<file path="src/rtl/stream_serializer_if.sv">
// Bundles the hypervector input strobe and the valid/ready beat output of the
// stream serializer so both ends share a single port.
interface stream_serializer_if #(
    parameter int DIM   = 1023,
    parameter int OUT_W = 64
);
    logic             stream_v;
    logic [DIM:0]     stream_d;
    logic             stream_last;
    logic             dst_valid;
    logic [OUT_W-1:0] dst_data;
    logic             dst_last;
    logic             dst_ready;

    // Producer/consumer side: feeds hypervectors, accepts beats.
    modport master (
        output stream_v, stream_d, stream_last, dst_ready,
        input  dst_valid, dst_data, dst_last
    );

    // Serializer side.
    modport slave (
        input  stream_v, stream_d, stream_last, dst_ready,
        output dst_valid, dst_data, dst_last
    );
endinterface

</file>
<file path="src/rtl/stream_serializer.sv">
// Buffers up to DEPTH whole hypervectors and emits each one as BEATS
// OUT_W-bit beats, LSB word first, with an end-of-job tag and sticky overflow.
module stream_serializer #(
    parameter int DIM   = 1023,
    parameter int OUT_W = 64,
    parameter int DEPTH = 2
) (
    input  logic              clk,
    input  logic              rst,
    stream_serializer_if.slave bus,
    output logic              overflow,
    output logic              busy,
    output logic [15:0]       hv_sent
);
    localparam int BEATS  = (DIM + 1) / OUT_W;
    localparam int BEAT_W = (BEATS > 1) ? $clog2(BEATS) : 1;
    localparam int PTR_W  = $clog2(DEPTH);
    localparam int CNT_W  = $clog2(DEPTH + 1);

    localparam logic [BEAT_W-1:0] LAST_BEAT = BEAT_W'(BEATS - 1);
    localparam logic [CNT_W-1:0]  FULL_CNT  = CNT_W'(DEPTH);

    typedef struct packed {
        logic                        last;
        logic [BEATS-1:0][OUT_W-1:0] words;
    } entry_t;

    entry_t            r_mem [DEPTH];
    logic [PTR_W-1:0]  r_wr_ptr;
    logic [PTR_W-1:0]  r_rd_ptr;
    logic [CNT_W-1:0]  r_count;
    logic [BEAT_W-1:0] r_beat;
    logic              r_overflow;
    logic [15:0]       r_hv_sent;

    entry_t w_head;
    logic   w_valid;
    logic   w_xfer;
    logic   w_pop;
    logic   w_space;
    logic   w_push;

    assign w_head  = r_mem[r_rd_ptr];
    assign w_valid = (r_count != '0);
    assign w_xfer  = w_valid & bus.dst_ready;
    assign w_pop   = w_xfer & (r_beat == LAST_BEAT);
    // A full FIFO still has room when its head leaves on this same edge.
    assign w_space = (r_count != FULL_CNT) | w_pop;
    assign w_push  = bus.stream_v & w_space;

    // Every output is a function of registered state only.
    assign bus.dst_valid = w_valid;
    assign bus.dst_data  = w_head.words[r_beat];
    assign bus.dst_last  = w_valid & (r_beat == LAST_BEAT) & w_head.last;
    assign busy          = w_valid;
    assign overflow      = r_overflow;
    assign hv_sent       = r_hv_sent;

    // NOTE: storage is deliberately left out of reset; the zeroed count marks
    // every slot empty, so stale contents are never presented.
    always_ff @(posedge clk) begin
        if (w_push) begin
            r_mem[r_wr_ptr] <= '{last: bus.stream_last, words: bus.stream_d};
        end
    end

    // NOTE: all state here is updated with <= so every term on the right
    // sees the value from before the edge.
    always_ff @(posedge clk) begin
        if (rst) begin
            r_wr_ptr   <= '0;
            r_rd_ptr   <= '0;
            r_count    <= '0;
            r_beat     <= '0;
            r_overflow <= 1'b0;
            r_hv_sent  <= '0;
        end else begin
            if (w_push) begin
                r_wr_ptr <= r_wr_ptr + PTR_W'(1);
            end

            if (bus.stream_v && !w_space) begin
                r_overflow <= 1'b1;
            end

            if (w_xfer) begin
                if (r_beat == LAST_BEAT) begin
                    r_beat    <= '0;
                    r_rd_ptr  <= r_rd_ptr + PTR_W'(1);
                    r_hv_sent <= r_hv_sent + 16'd1;
                end else begin
                    r_beat <= r_beat + BEAT_W'(1);
                end
            end

            case ({w_push, w_pop})
                2'b10:   r_count <= r_count + CNT_W'(1);
                2'b01:   r_count <= r_count - CNT_W'(1);
                default: r_count <= r_count;
            endcase
        end
    end
endmodule
</file>
<file path="src/flat_wrapper.sv">
// flat-port wrapper written by rule: the top's interface ports become plain ports
module stream_serializer_flat 
#(
    parameter int DIM   = 1023,
    parameter int OUT_W = 64,
    parameter int DEPTH = 2
)
  (clk, rst, overflow, busy, hv_sent, bus_stream_v, bus_stream_d, bus_stream_last, bus_dst_ready, bus_dst_valid, bus_dst_data, bus_dst_last);
  stream_serializer_if #(.DIM(DIM), .OUT_W(OUT_W)) bus_i ();
  input  logic clk;
  input  logic rst;
  output logic overflow;
  output logic busy;
  output logic [15:0] hv_sent;
  input wire logic [$bits(bus_i.stream_v)-1:0] bus_stream_v;
  input wire logic [$bits(bus_i.stream_d)-1:0] bus_stream_d;
  input wire logic [$bits(bus_i.stream_last)-1:0] bus_stream_last;
  input wire logic [$bits(bus_i.dst_ready)-1:0] bus_dst_ready;
  output wire logic [$bits(bus_i.dst_valid)-1:0] bus_dst_valid;
  output wire logic [$bits(bus_i.dst_data)-1:0] bus_dst_data;
  output wire logic [$bits(bus_i.dst_last)-1:0] bus_dst_last;
  assign bus_i.stream_v = bus_stream_v;
  assign bus_i.stream_d = bus_stream_d;
  assign bus_i.stream_last = bus_stream_last;
  assign bus_i.dst_ready = bus_dst_ready;
  assign bus_dst_valid = bus_i.dst_valid;
  assign bus_dst_data = bus_i.dst_data;
  assign bus_dst_last = bus_i.dst_last;
  stream_serializer #(.DIM(DIM), .OUT_W(OUT_W), .DEPTH(DEPTH)) u_core (.clk(clk), .rst(rst), .bus(bus_i), .overflow(overflow), .busy(busy), .hv_sent(hv_sent));
endmodule
</file>
<file path="config.mk">
export PLATFORM = sky130hd
export DESIGN_NAME = stream_serializer_flat
export DESIGN_NICKNAME = d
export VERILOG_FILES = /design/src/rtl/stream_serializer_if.sv /design/src/rtl/stream_serializer.sv /design/src/flat_wrapper.sv
export SDC_FILE = /design/constraint.sdc
export NUM_CORES = 2
export LEC_CHECK = 0
export ABC_AREA = 1
export CAP_MARGIN = 5
export CORE_MARGIN = 10
export CORE_UTILIZATION = 25
export CTS_CLUSTER_SIZE = 25
export DETAILED_ROUTE_END_ITERATION = 8
export PLACE_DENSITY_LB_ADDON = 0.1
export SKIP_LAST_GASP = 1
export SLEW_MARGIN = 20
export SYNTH_ARGS = -nofsm -noshare
export SYNTH_HDL_FRONTEND = slang
export SYNTH_SLANG_ARGS = --single-unit
</file>
<file path="constraint.sdc">
create_clock -name clk -period 103.4 [get_ports clk]
set_clock_uncertainty 0.05 [all_clocks]
set_input_delay 20.68 -clock clk [delete_from_list [all_inputs] [get_ports clk]]
set_output_delay 20.68 -clock clk [all_outputs]
set_load 0.005 [all_outputs]
</file>
==> summary.md <==
| Metric | Value |
|---|---|
| Delay-heaviest family, CP | buffers and inverters |
| Post-synth EDFFs | 2050 |
| GPL Wtd Cong | 0.784 |
| Top_reg_cell synth | edfxtp_1 |
| Unrepaired setup endpoints after global routing | no |
| Max Slew Vio Count | 0 |
| Postcts setup bufs | 0 |
| Fraction of registers with async set/reset | 0% |
| Worst-skew pair later-pin latency | 0.93 ns |
| Critical path's most frequent cell | buf_4 |
| Met3 wire len | 30.4 mm |
| Area Growth Syn to Fin | 27.7% |
| Reg2reg path depth | 12 |
| Mapped cell area | 0.0826 mm² |
| Total Neg Setup Slack | 0 ns |
| R2r startpoint | u_core.r_beat[0]$_SDFFE_PP0P_ |
| Slowest CP cell | buf_4 |
| 1st-pass router iterations | 6 |
| Post-Syn Instances | 6743 |
| Hold Crit Start | u_core.r_rd_ptr$_SDFFE_PP0P_ |
| Setup violators final | 0 |
| Setup Crit Path Kind | flip-flop to output port |
| Slowest stage delay, CP | roughly 0.87 ns |
| Fill cells | 33032 |
| CORE AREA | 0.330 mm² |
| FF-to-FF End | u_core.r_mem[1][941]$_DFFE_PP_ |
| Resized cells post-CTS | 0 |
| Fin Hold WS | 0.399 ns |
| Routed wire length | between 300 and 400 mm |
| Yosys reg bits | slightly above 2000 |
| Initial antenna violation count | between 300 and 400 |
| Hold Path Depth | 1 |
| Status | finished, final reports clean |
| Hold Path Class | flip-flop to flip-flop |
| Worst EP required | roughly 83 ns |
| Met2 routed WL | 169 mm |
| Num CTS Buffers | 242 |
| Power Density | ~19 mW/mm² |
| Starting Density | 25.1% |
| CTS Hold Bufs | 0 |
| Met1 WL | 159 mm |
| Synth Warn # | 0 |
| Final Critical Period | approximately 28 ns |
| Max-cap viol count | 0 |
| Max Root-Sink Buffers | 4 |
| Total track usage | 19.9% |
| Final HPWL DP | 257 mm |
| Vias in the first global route | between 50000 and 60000 |
| Net count, final | 8784 |
| H-Tree Depth | 4 |
| Placed cell area | 0.0980 mm² |
| Worst setup EP type | output port |
| Clock transition at path regs | roughly 0.060 ns |
| Clock sink count | 2076 |
| Startpoint Class | flip-flop |
| Routed len/inst | 29.9 µm |
| Syn nets | 7774 |
| Synth unique cells | 30 |
| Period Utilization, post-route | 26.9% |
| Worst path bufs/invs | 6 |
| P_leak | 36.7 nW |
| IO Pins | between 1000 and 1500 |
| Mean post-synth cell area | 12.3 µm² |
| Reg2reg setup slack | 95.59 ns |
| Seq/Total Area, Yosys | 75.1% |
| Via density | 4.69 |
| Worst slew pin tran | 1.23 ns |
| Die Wd | 595 µm |
| Max Clk Rate | between 30 and 40 MHz |
| Crit path depth | 12 |
| Peak supply drop | 14.0 µV |
| Largest area contributor in the netlist | edfxtp_1 |
| Row cnt | 211 |
| Synth area leaders | edfxtp_1 75%, nand3_1 11%, nand2_1 10% |
| Final Cell Area | 0.105 mm² |
| TritonCTS clock tree | yes |
| Peak fanout along the critical path | 74 |
| Post-synth top area share | 74.5% |
| I/O Buffers | ~1100 |
| Via count | 58045 |
| Clk root buf | clkbuf_16 |
| Antenna Nets Post-Route | 0 |
| DRC Markers | 0 |
| Remaining Overflow, GRT | 0 |
| DRT iter0 DRCs | about 5000 |
| Critical Path AT | a little over 7 ns |
| Final hold viol count | 0 |
| First-pass GRT wire length | 492 mm |
| Largest net degree at the start of global routing | 196 |
| Crit-path cells | buf_4, buf_4, buf_4, buf_4, buf_4, nand2_1, nand3_1, nand3_1, nand3_1, nand3_1, nand2_1, clkdlybuf4s50_1 |
| Die height | 595 µm |
| Layout cells sized above 1 | 5.32% |
| Max layer used | met5 |
| Normalized max-slew margin | 17.8% |
| Die area | 0.354 mm² |
-- Yosys cell counts, types with 2 or more instances --
cell	number
a21oi_1	18
buf_1	44
buf_2	291
buf_4	13
buf_6	13
clkbuf_1	80
dfxtp_1	26
edfxtp_1	2050
ha_1	2
inv_1	22
inv_4	2
nand2_1	2219
nand3_1	1896
nand4_1	3
nor2_1	34
nor2_2	2
nor2_4	2
nor3_1	3
o21a_1	2
o21ai_0	11
-- report_power, final --
part	internal, mW	leakage (nW)	switching [mW]
Clock	0.453	3.58	0.356
Sequential	0.989	19.4	0.0126
Combinational	0.0750	13.7	0.144
-- logic make-up (layout without fill, tap and decap cells) --
family,Yosys count,after routing,synth area share [%]
compound gates,32,32,0.200
fa+ha+maj,2,2,0.0303
buf+inv,469,1670,2.77
flops,2076,2076,75.1
other cells,0,64,0
simple gates,4164,4164,21.8
-- area by class of cell --
type                       count  area [µm²]  share of cell area (%)
sequential                  2076       62100                    58.9
multi-input combinational   4198       18300                    17.3
timing repair buffer        1209       12000                    11.4
clock buffer                 313        6340                    6.01
tap                         4366        5460                    5.18
clock inverter               122        1020                   0.965
antenna                       64         160                   0.152
inverter                      26         148                   0.140
-- worst max path at each step --
stage	slack, ns	from	to
final	75.60	flip-flop	bus_dst_data[60]
after global routing	75.15	flip-flop	bus_dst_data[60]
after CTS	75.36	flip-flop	bus_dst_data[60]
after detailed placement	75.93	bus_dst_ready	u_core.r_mem[1][320]$_DFFE_PP_
after global placement	75.99	bus_dst_ready	u_core.r_mem[1][455]$_DFFE_PP_
after floorplan	37.47	bus_dst_ready	u_core.r_mem[0][0]$_DFFE_PP_
-- per-stage QoR --
step / util, % / total power [mW] / worst slack [ns] / std cells
3_5_place_dp: 29.7 / 1.25 / 75.93 / 11875
3_3_place_gp: 29.7 / 1.24 / 75.99 / 11875
2_1_floorplan: - / 1.20 / 37.47 / 6743
6_report: 32.0 / 2.03 / 75.60 / 12374
4_1_cts: 31.9 / 2.06 / 75.36 / 12310
5_1_grt: 32.0 / 2.11 / 75.15 / 12327
-- per-layer routing --
metal | global-route usage [%] | vias up
met2 | 31.7 | 2220
li1 | - | 26173
met4 | 4.60 | 164
met1 | 26.5 | 28801
met5 | 0 | -
met3 | 6.18 | 687
-- state kept, by name, indices dropped and copies added, names as in the netlist, named ones only --
name             count
u_core.hv_sent      16
u_core.overflow      1
u_core.r_beat        4
u_core.r_count       2
u_core.r_mem      2050
u_core.r_rd_ptr      1
u_core.r_wr_ptr      1
-- placed cells by master, fill, tap and decap left out, drive strengths merged --
| master | instances |
|---|---|
| edfxtp | 2050 |
| dfxtp | 26 |
| inv | 27 |
| nor2 | 38 |
| nand4 | 3 |
| buf | 97 |
| o21a | 2 |
| nor4 | 1 |
| bufinv | 9 |
| ha | 2 |
| o21ai | 12 |
| or2 | 1 |
| clkinv | 110 |
| nor3 | 3 |
| and2 | 1 |
| diode | 64 |
| nand2 | 2220 |
| clkinvlp | 2 |
| clkdlybuf4s50 | 1112 |
| nand3 | 1897 |
| clkbuf | 313 |
| a21oi | 18 |
Note: power is estimated with default switching activity, not from simulation.
